[src/rtl/alu_decode_stage.sv]
// alu_decode_stage: RV32I decode/operand stage feeding the ALU through a valid/ready pipeline register
module alu_decode_stage #(
  parameter int XLEN = 32,
  parameter int OPW = 4
) (
  input  logic            clk,
  input  logic            reset,
  input  logic            in_valid,
  output logic            in_ready,
  input  logic [31:0]     instr,
  input  logic [XLEN-1:0] pc,
  input  logic [XLEN-1:0] rs1_data,
  input  logic [XLEN-1:0] rs2_data,
  input  logic            flush,
  output logic            out_valid,
  input  logic            out_ready,
  output logic [OPW-1:0]  alu_op,
  output logic [XLEN-1:0] rda,
  output logic [XLEN-1:0] rdx,
  output logic [4:0]      rd,
  output logic            rd_we,
  output logic            illegal
);
  localparam logic [6:0] OPC_OP    = 7'b0110011;
  localparam logic [6:0] OPC_IMM   = 7'b0010011;
  localparam logic [6:0] OPC_LUI   = 7'b0110111;
  localparam logic [6:0] OPC_AUIPC = 7'b0010111;
  localparam logic [6:0] OPC_LOAD  = 7'b0000011;
  localparam logic [6:0] OPC_STORE = 7'b0100011;
  logic [6:0] opc, f7;
  logic [2:0] f3, base;
  logic shift, f7_ok, cap;
  logic [OPW-1:0] d_op;
  logic [XLEN-1:0] d_a, d_x, i_imm, s_imm, u_imm;
  logic d_we, d_ill;
  assign opc = instr[6:0];
  assign f3 = instr[14:12];
  assign f7 = instr[31:25];
  assign shift = f3 == 3'b001 || f3 == 3'b101;
  assign f7_ok = f7 == 7'b0000000 || f7 == 7'b0100000;
  assign i_imm = {{(XLEN-12){instr[31]}}, instr[31:20]};
  assign s_imm = {{(XLEN-12){instr[31]}}, instr[31:25], instr[11:7]};
  assign u_imm = {instr[31:12], 12'b0};
  // low three bits of the ALU code; bit 3 selects SUB/SRA
  assign base = f3 == 3'b000 ? 3'b000 :
                f3 == 3'b001 ? 3'b001 :
                f3 == 3'b010 ? 3'b110 :
                f3 == 3'b011 ? 3'b111 :
                f3 == 3'b100 ? 3'b101 :
                f3 == 3'b101 ? 3'b010 :
                f3 == 3'b110 ? 3'b100 : 3'b011;
  always_comb begin
    d_op = '0;
    d_a = '0;
    d_x = '0;
    d_we = 1'b0;
    d_ill = 1'b0;
    case (opc)
      OPC_OP: begin
        if (f7 == 7'b0000000 || (f7 == 7'b0100000 && (f3 == 3'b000 || f3 == 3'b101))) begin
          d_op = {instr[30], base};
          d_a = rs1_data;
          d_x = shift ? {{(XLEN-5){1'b0}}, rs2_data[4:0]} : rs2_data;
          d_we = 1'b1;
        end else d_ill = 1'b1;
      end
      OPC_IMM: begin
        if (!shift || f7_ok) begin
          d_op = {instr[30] && f3 == 3'b101, base};
          d_a = rs1_data;
          d_x = shift ? {{(XLEN-5){1'b0}}, instr[24:20]} : i_imm;
          d_we = 1'b1;
        end else d_ill = 1'b1;
      end
      OPC_LUI: begin
        d_x = u_imm;
        d_we = 1'b1;
      end
      OPC_AUIPC: begin
        d_a = pc;
        d_x = u_imm;
        d_we = 1'b1;
      end
      OPC_LOAD: begin
        d_a = rs1_data;
        d_x = i_imm;
        d_we = 1'b1;
      end
      OPC_STORE: begin
        d_a = rs1_data;
        d_x = s_imm;
      end
      default: d_ill = 1'b1;
    endcase
  end
  assign in_ready = !out_valid || out_ready;
  assign cap = in_valid && in_ready && !flush;
  always_ff @(posedge clk or negedge reset) begin
    if (!reset) begin
      out_valid <= 1'b0;
      alu_op <= '0;
      rda <= '0;
      rdx <= '0;
      rd <= '0;
      rd_we <= 1'b0;
      illegal <= 1'b0;
    end else if (flush) begin
      out_valid <= 1'b0;
    end else if (cap) begin
      out_valid <= 1'b1;
      alu_op <= d_op;
      rda <= d_a;
      rdx <= d_x;
      rd <= instr[11:7];
      rd_we <= d_we && instr[11:7] != 5'd0;
      illegal <= d_ill;
    end else if (out_ready) begin
      out_valid <= 1'b0;
    end
  end
endmodule

[config.mk]
export PLATFORM = sky130hd
export DESIGN_NAME = alu_decode_stage
export DESIGN_NICKNAME = d
export VERILOG_FILES = /design/src/rtl/alu_decode_stage.sv
export SDC_FILE = /design/constraint.sdc
export NUM_CORES = 1
export LEC_CHECK = 0
export CORE_ASPECT_RATIO = 0.75
export CORE_UTILIZATION = 35
export CTS_CLUSTER_SIZE = 25
export DETAILED_ROUTE_END_ITERATION = 12
export GPL_TIMING_DRIVEN = 0
export PLACE_DENSITY = 0.89
export SYNTH_ARGS = -nofsm -noshare
export SYNTH_HDL_FRONTEND = slang
export SYNTH_SLANG_ARGS = --single-unit
[constraint.sdc]
create_clock -name clk -period 1.6 [get_ports clk]
set_input_delay 0.48 -clock clk [delete_from_list [all_inputs] [get_ports clk]]
set_output_delay 0.48 -clock clk [all_outputs]
set_load 0.01 [all_outputs]
After elaboration in Yosys (flattened, before gate mapping)
Index checks and enable logic that the tools add are counted.

Memories: 0. Flip-flop bits (word level): 76. Bits of input ports: 133. Latch bits: 0. ROM bits: 0. Bits in writable memories: 0.

Bitwise gates (word level): 1. Eq/ne operators: 13. Mux-type cells: 27. Reductions and logical operators: 23. $add $sub $neg: 0. Div/mod/pow operators: 0. $mul: 0. Order comparisons: 0. Shift operators: 0.

Operators with widths (count): 2-to-1 mux 32 bit (6); case mux 32 bit (5 select lines) (1); case mux 32 bit (4 select lines) (1); equality test 7 x 6 -> 1 bit (second input constant) (4); 2-to-1 mux 3 bit (7); equality test 7 x 5 -> 1 bit (second input constant) (2); equality test 3 bit (second input constant) (3); 2-to-1 mux 4 bit (2); case mux 4 bit (2 select lines) (1); equality test 7 x 2 -> 1 bit (second input constant) (1); zero test 7 bit (1); 2-to-1 mux 1 bit (7); equality test 3 x 2 -> 1 bit (second input constant) (2); logical OR 1 bit (6); case mux 1 bit (3 select lines) (2); logical AND 1 bit (5); nonzero test 5 bit (1); OR reduction 2 bit (2); OR reduction 4 bit (1); equality test 3 x 1 -> 1 bit (second input constant) (1); zero test 1 bit (3); zero test 3 bit (1); nonzero test 3 bit (1); OR reduction 3 bit (1); other kinds (2) (2).

Longest topological paths before layout
Word-level depth: 10. Mapped depth: 9.

Worst setup path after synthesis
No wires, ideal clock.

Path type: input to register. From: in out_ready. To: reg rda[10]. Arrival time: 2.048 ns. Cell stages on the path: 7. Slack: -0.512 ns. Data required time: 1.536 ns. Path buffers: 2. Path through: nand2b_1 -> clkbuf_1 -> nand2_1 -> nor4_1 -> clkbuf_1 -> a22o_1 -> a21o_1.

Word-level cells in the longest chain between the ends: 4.

RTL lines: from (decl) (RTL line 16) `input logic out_ready,`; logical OR 1 bit (RTL line 96) `assign in_ready = !out_valid || out_ready;`; via in_ready (RTL line 9) `output logic in_ready,`; logical AND 1 bit (2 in a row) (RTL line 97) `assign cap = in_valid && in_ready && !flush;`; AND reduction 2 bit (no line); to (signal assigned) (RTL line 102) `rda <= '0;`; to (signal assigned) (RTL line 112) `rda <= d_a;`; to (decl) (RTL line 18) `output logic [XLEN-1:0] rda,`.

The timed path passes the listed nets, and every way through them passes these cells. A chain may end at the register's enable or synchronous reset.

Worst setup path in the final report
From: in instr[26]. To: reg rdx[28].

Word-level cells in the longest chain between the ends: 5.

RTL lines: from (decl) (RTL line 10) `input logic [31:0] instr,`; equality test 7 x 6 -> 1 bit or zero test 7 bit (tied branches) (RTL line 40, 60); logical OR 1 bit or logical AND 1 bit (tied branches) (RTL line 40, 60); logical OR 1 bit (on tied branches) (RTL line 68, 60); 2-to-1 mux 32 bit (on tied branches) (RTL line 68, 60); case mux 32 bit (5 select lines) (*) (RTL line 58) `case (opc)`; to (signal assigned) (RTL line 103) `rdx <= '0;`; to (signal assigned) (RTL line 113) `rdx <= d_x;`; to (decl) (RTL line 19) `output logic [XLEN-1:0] rdx,`.

Mark *: on every way between the ends. The rest lies on a longest branch, timed or not.

==> results.cfg <==
[outcome]
outcome = finished, violations left
violations = setup timing

[power_and_ir_drop]
clock_power_share_pct = 44.6
switching_power_mw = 1.31
pwr-share-comb_pct = 18.3
internal_power_mw = 4.34
seq_power_share_pct = 37.2
peakVddDrop_mv = 0.480
power.leakage_nw = 3.68
p_sw_share_pct = 23.1
powerDensity_mw_per_mm2 = 814

[job]
drv_cap = 0

[timing]
worst_pin_slew_ns = 0.494
timing.fmax_mhz = 482
relSlewSlack_pct = 67.0
finalHoldViolCount = 0
min_period_ns = 2.07
min_period_over_period_pct = 130
final.setup.tns_ns = -27.26
hold-worst-slack_ns = 0.0741
grt_setup_unrepaired = true
setup_ws_ns = -0.475
clock_skew_ns = 0.00442
setup_viol = 70
drv_slew = 0

[floorplanning]
io_pins = 210
start_util_pct = 36.1
dieArea_sq_mm = 0.0110
rows = 32
core-area_sq_mm = 0.0103
die_h_microns = 91.3
die_x_microns = 121

[synth]
ys.warnings.count = 0
synth_enable_flop_cells = 0
syn_avg_cell_area_sq_um = 10.1
synth_area_sq_mm = 0.00372
syn_nets = 500
yosysUniqueCellTypes = 41
synthArstFlopShare_pct = 100
postSynthCellCount = 367
seq_area_frac_synth_pct = 51.1
ys_ff_latch = 76
ys.flop_type = dfrtp_1

[cells_and_area]
synthToLayoutAreaGrowth_pct = 86.5
layout_common_cells = clkdlybuf4s50_1, dlygate4sd2_1, dfrtp_1
fin_cells = 764
final_common_cell = clkdlybuf4s50_1
finalNetCount = 754
layout-drive-gt1-share_pct = 18.8
final_util_pct = 67.4
num-fill-cells = 772

[min_path]
hold_class = in -> async

[drt]
firstDrtPassIters = 4
via_per_inst = 5.41
drt_wl_total_microns = 14400
remaining_drc_errors = 0
wl_per_cell_microns = 18.8
drtIter0Drc = 198
ant_nets = 0
dr_total_vias = 4136

[global_routing]
grt_use_total_pct = 26.0
antenna_found_initial = 2
grt_max_degree = 49
grt_pass1_wl_microns = 22100
grt-ovfl-total = 0
grt_pass1_vias = 4226

[setup_path]
arrival_ns = 2.34
crit_type = in -> reg
start_kind = input port
required_ns = 1.86
critPathCaptureType = flop
path_max_fanout = 6

[place]
place_inst = 710
io_buffer_count = 206
routabilityCongestion = 0.828
dp_hpwl_microns = 9970

[clocking]
clk_latency_ns = 0.33
cts_sinks = 76
clock_path_buffers = 2
cts_max_level = 3
cts-root-buf = clkbuf_16
cts_made_buffers = 9
cts_tree = yes
clk_pin_slew_worst_paths_ns = 0.06
[synth_stat cells (all sizes together), types with 3 or more instances]
cell type,instances,share of area [%]
nor2,23,2.3
dfrtp,76,51
a31oi,20,3.4
buf,7,1.7
clkbuf,21,2.1
a22o,32,7.5
nand2,59,6.0
nor2b,3,0.50
a22oi,10,2.0
inv,3,0.30
o21ai,17,2.3
a21oi,3,0.40
and3,3,0.50
o31ai,4,0.81
a21o,58,12
[critical path: stages]
cell and delay, ns:
buf_8 0.10, or4_4 0.55, buf_6 0.14, nor3_4 0.15, and4_1 0.24, buf_6 0.12
and3_4 0.18, buf_6 0.13, clkbuf_16 0.14, a21o_1 0.11
[per-stage QoR]
stage               instance area [sq um]  total power, mW  setup slack (ns)
floorplan                            3760             2.44            -0.460
global placement                     6000             3.10             -2.55
detailed placement                   6020             3.14             -1.50
CTS                                  6790             5.65            -0.436
global route                         6940             5.84            -0.486
finish                               6940             5.65            -0.475
[state kept, by name, summed over array words and instances, names as in the netlist]
signal	flops
illegal	1
alu_op	4
out_valid	1
rd	5
rda	32
rd_we	1
rdx	32
[path summary, 6_finish.rpt]
| kind | cells after the start | endpoint | slack, ns | start |
|---|---|---|---|---|
| setup / recovery | 10 | rdx[28]$_DFFE_PN0P_ | -0.47 | instr[26] |
| hold / removal | 1 | rdx[21]$_DFFE_PN0P_ | 0.07 | reset |
| setup reg to reg | 7 | rda[15]$_DFFE_PN0P_ | 0.01 | out_valid$_DFFE_PN0P_ |
| hold reg to reg | 2 | rd[0]$_DFFE_PN0P_ | 0.48 | rd[0]$_DFFE_PN0P_ |
| max in group asynchronous | 2 | rda[21]$_DFFE_PN0P_ | 0.94 | reset |
| min in group clk | 2 | rd[0]$_DFFE_PN0P_ | 0.48 | rd[0]$_DFFE_PN0P_ |
[power by group through the flow]
stage                     clock network, mW  logic (mW)  registers [mW]
after global routing                   2.63        1.10            2.11
after global placement                    0       0.977            2.13
after CTS                              2.55        1.00            2.10
after floorplan                           0       0.262            2.18
after detailed placement                  0        1.01            2.13
final                                  2.52        1.03            2.10
[layout make-up]
cell class	count	area [sq um]	area share [%]
clock buffers	12	246	3.55
plain buffers	26	205	2.96
clock inverters	4	120	1.73
well taps	136	170	2.45
flip-flops and latches	76	1900	27.4
repair buffers	245	2380	34.3
inverters	3	11.3	0.162
diodes	2	5.00	0.0722
multi-input cells	260	1900	27.4
[cells by family after synthesis]
group           count (synthesis)  synth area share, %
mux                             1                0.269
xor+xnor                        2                0.471
flops                          76                 51.1
buf+inv                        31                 4.11
compound gates                152                 31.2
simple gates                  105                 12.9
[timing repair]
action / 4_1_cts / 5_1_grt
hold buffers: 0 / 0
buffers inserted: 27 / 8
gates cloned: 4 / 1
pin swaps: 23 / 32
setup endpoints to repair: 152 / 71
resized for setup: 178 / 29
[per-layer routing]
| metal | GRT usage [%] | vias up | wire, microns |
|---|---|---|---|
| met5 | 0 | - | 0 |
| met4 | 8.95 | 0 | 361 |
| met3 | 5.28 | 34 | 1020 |
| met2 | 43.2 | 213 | 6960 |
| met1 | 33.4 | 2032 | 6010 |
| li1 | - | 1857 | - |
No activity file was read; power rests on OpenSTA's default activity.
==> variant: new RTL, config.mk and constraints unchanged <==
Make the reset (`reset`) synchronous in one clocked block.
--- a/src/rtl/alu_decode_stage.sv
+++ b/src/rtl/alu_decode_stage.sv
@@ -97,3 +97,3 @@
   assign cap = in_valid && in_ready && !flush;
-  always_ff @(posedge clk or negedge reset) begin
+  always_ff @(posedge clk) begin
     if (!reset) begin
Function: differs if reset is asserted again (counterexample within 4 cycles, from zero or initial values and one cycle with reset low); with reset held inactive, the same outputs for 4 cycles.
==> variant against the unedited design <==
The run still ends with negative setup slack left. Synthesized area is 3.2% lower. Synthesized cell count increased by 20%. Design area fell by 2.4%. Sequential cell count unchanged. Maximum frequency rose by 5.4%. Die area shrank 3.1%. Clock skew about the same. Worst setup slack better by 0.11 ns. Routed wire length grew 11%. Total power fell by 13%. Largest cell class unchanged.
==> variant: results (changes against the unedited design) <==
Status
  – Outcome: complete, but fails checks
  – Failing checks: negative setup slack

Clock network
  – Clk Latency, worst-skew pair: 0.34 ns
  – Reg clk slew, reported paths: 0.06 ns (about the same)
  – Clock tree root driver cell: clkbuf_16
  – Number of buffers created by CTS: 9 (unchanged)
  – # H-tree levels: 3 (unchanged)

STA
  – Post-route setup slack: -0.368 ns (+0.106 ns)
  – Final worst clock skew: 0.00452 ns (+0.000100 ns)
  – Slew headroom: 0.520 (-0.150)
  – Endpoints failing setup: 70 (unchanged)

Placed design
  – Worst slack, placed: -1.38 ns (+0.124 ns)
  – Port Buffers: 205 (-0.49%)
  – Placed Cells incl. Taps: 778 (+9.6%)
  – Post-DP HPWL: 11.2 mm (+13%)
  – Final GP Congestion: 0.893 (+8.0%)

Finish
  – Top flop regs: rda: 32 flops, rdx: 32 flops, rd: 5 flops
  – Proportion of layout cells with a drive suffix above 1: 0.212 (+0.0237)
  – Nets@finish: 816 (+8.2%)
  – Fillers: 784 (+1.6%)
  – Diode count: 0 (-2)

Min path
  – Worst Hold Class: flip-flop to flip-flop

Global route
  – GRT Total Usage: 0.287 (+0.0274)
  – Largest net degree at the start of global routing: 14 (-71%)
  – First-pass GRT wire length: 24.0 mm (+8.8%)
  – Vias in the first global route: 4559 (+7.9%)
  – Antenna violations before repair: 0 (-2)

Synthesis
  – Net Count, Synth: 574 (+15%)
  – Seq/Total Area, Yosys: 0.423 (-0.0888)
  – Main synth FF type: dfxtp_1
  – Async SR Flop Fraction: 0 (-1.00)
  – Syn_area_per_cell: 8.16 sq um (-19%)
  – Largest cells by area after synthesis: dfxtp_1 42%, a21oi_1 11%, o211ai_1 6.9%
  – Post-synthesis cell type count: 40 (-2.4%)
  – Top cells by count, synth: 82 x a21oi_1, 76 x dfxtp_1, 53 x nand2_1, 38 x clkbuf_1, 35 x o21ai_0

Worst setup path
  – Max FO, Critical Path: 5 (-1)
  – Worst Path Arrival: 2.20 ns (-0.14 ns)
  – Crit path max-delay cell type: or4_4
  – Slowest stage delay, CP: 0.58 ns (+0.03 ns)
  – Largest delay contributor family on the critical path: compound AO/OA/AOI/OAI gates

Detailed routing
  – DR vias/cell: 5.69 (+5.1%)
  – Via Count: 4667 (+13%)
  – Initial DRT Pass Iterations: 5 (+1)
  – Post-DRT Antenna Nets: 0 (unchanged)
  – Final wirelength: 15.9 mm (+11%)
  – Iter 0 DRT Violations: 384 (+94%)

Power and ir drop
  – Leakage: 2.74 nW (-25%)
  – VDD IR max: 570 uV (+19%)
variant: cell types whose count changed after synthesis, sizes merged, moves of 17 or more:
cell    change
a21o       -52
a21oi      +79
a221oi     +24
a22o       -32
a31oi      -20
clkbuf     +17
dfrtp      -76
dfxtp      +76
o211ai     +33
o21ai      +40
variant: cells by family after synthesis:
group	share of synthesized area
buffers and inverters	0.0580
AO/OA/AOI/OAI	0.371
flip-flops	0.423
AND/OR/NAND/NOR	0.138
XOR/XNOR	0.00730
multiplexers	0.00313
variant: timing repair:
item | CTS | global route
buffers inserted | 19 | 7
pin swaps | 28 | 61
cloned | 2 | 1
resized for setup | 193 | 38
setup endpoints to repair | 152 | 77
endpoints found under the hold margin | 0 | 0
variant: worst min-delay path, delay by kind of cell (launching register included):
family             cells  cell delay, ns
DFF                    1            0.30
AOI/OAI and AO/OA      1            0.05
and+or+nand+nor        1            0.05
variant: per-stage QoR:
step / hold WS [ns] / TNS (ns) / utilization / instance area (sq um) / power (mW)
floorplan: 0.470 / -25.25 / - / 3770 / 2.30
global placement: 0.435 / -86.12 / 0.610 / 5980 / 2.84
detailed placement: 0.440 / -88.82 / 0.610 / 5980 / 2.86
CTS: 0.443 / -20.46 / 0.671 / 6590 / 4.91
global route: 0.462 / -22.00 / 0.690 / 6770 / 5.11
finish: 0.447 / -19.75 / 0.690 / 6770 / 4.91
variant: cell type report:
type / instances / area (sq um) / share of cell area
multi-input cells: 315 / 2220 / 0.327
inverters: 5 / 22.5 / 0.00333
well taps: 132 / 165 / 0.0244
flip-flops and latches: 76 / 1520 / 0.225
plain buffers: 42 / 328 / 0.0484
clock inverters: 7 / 67.6 / 0.00998
clock buffers: 9 / 225 / 0.0333
repair buffers: 234 / 2220 / 0.328
variant: where the power goes:
part	switching (mW)	internal, mW	leakage (nW)	total, mW
logic	0.419	0.487	1.99	0.906
clock network	0.830	1.20	0.137	2.03
registers	0.0291	1.95	0.619	1.98
variant: final timing paths:
check	slack, ns	cells past startpoint	from	end
worst max register to register	-0.25	5	out_valid	rdx[7]
worst max-delay path	-0.37	6	instr[27]	rdx[0]
worst min register to register	0.45	2	rdx[18]	rdx[18]
worst min-delay path	0.45	2	rdx[18]	rdx[18]
variant: layer usage:
layer  vias up  part of all wire  track usage
met1      2252              0.42        0.368
met5         -                 0            0
met4         0             0.017       0.0949
met3        28             0.080       0.0698
li1       2148                 -            -
met2       239              0.48        0.470
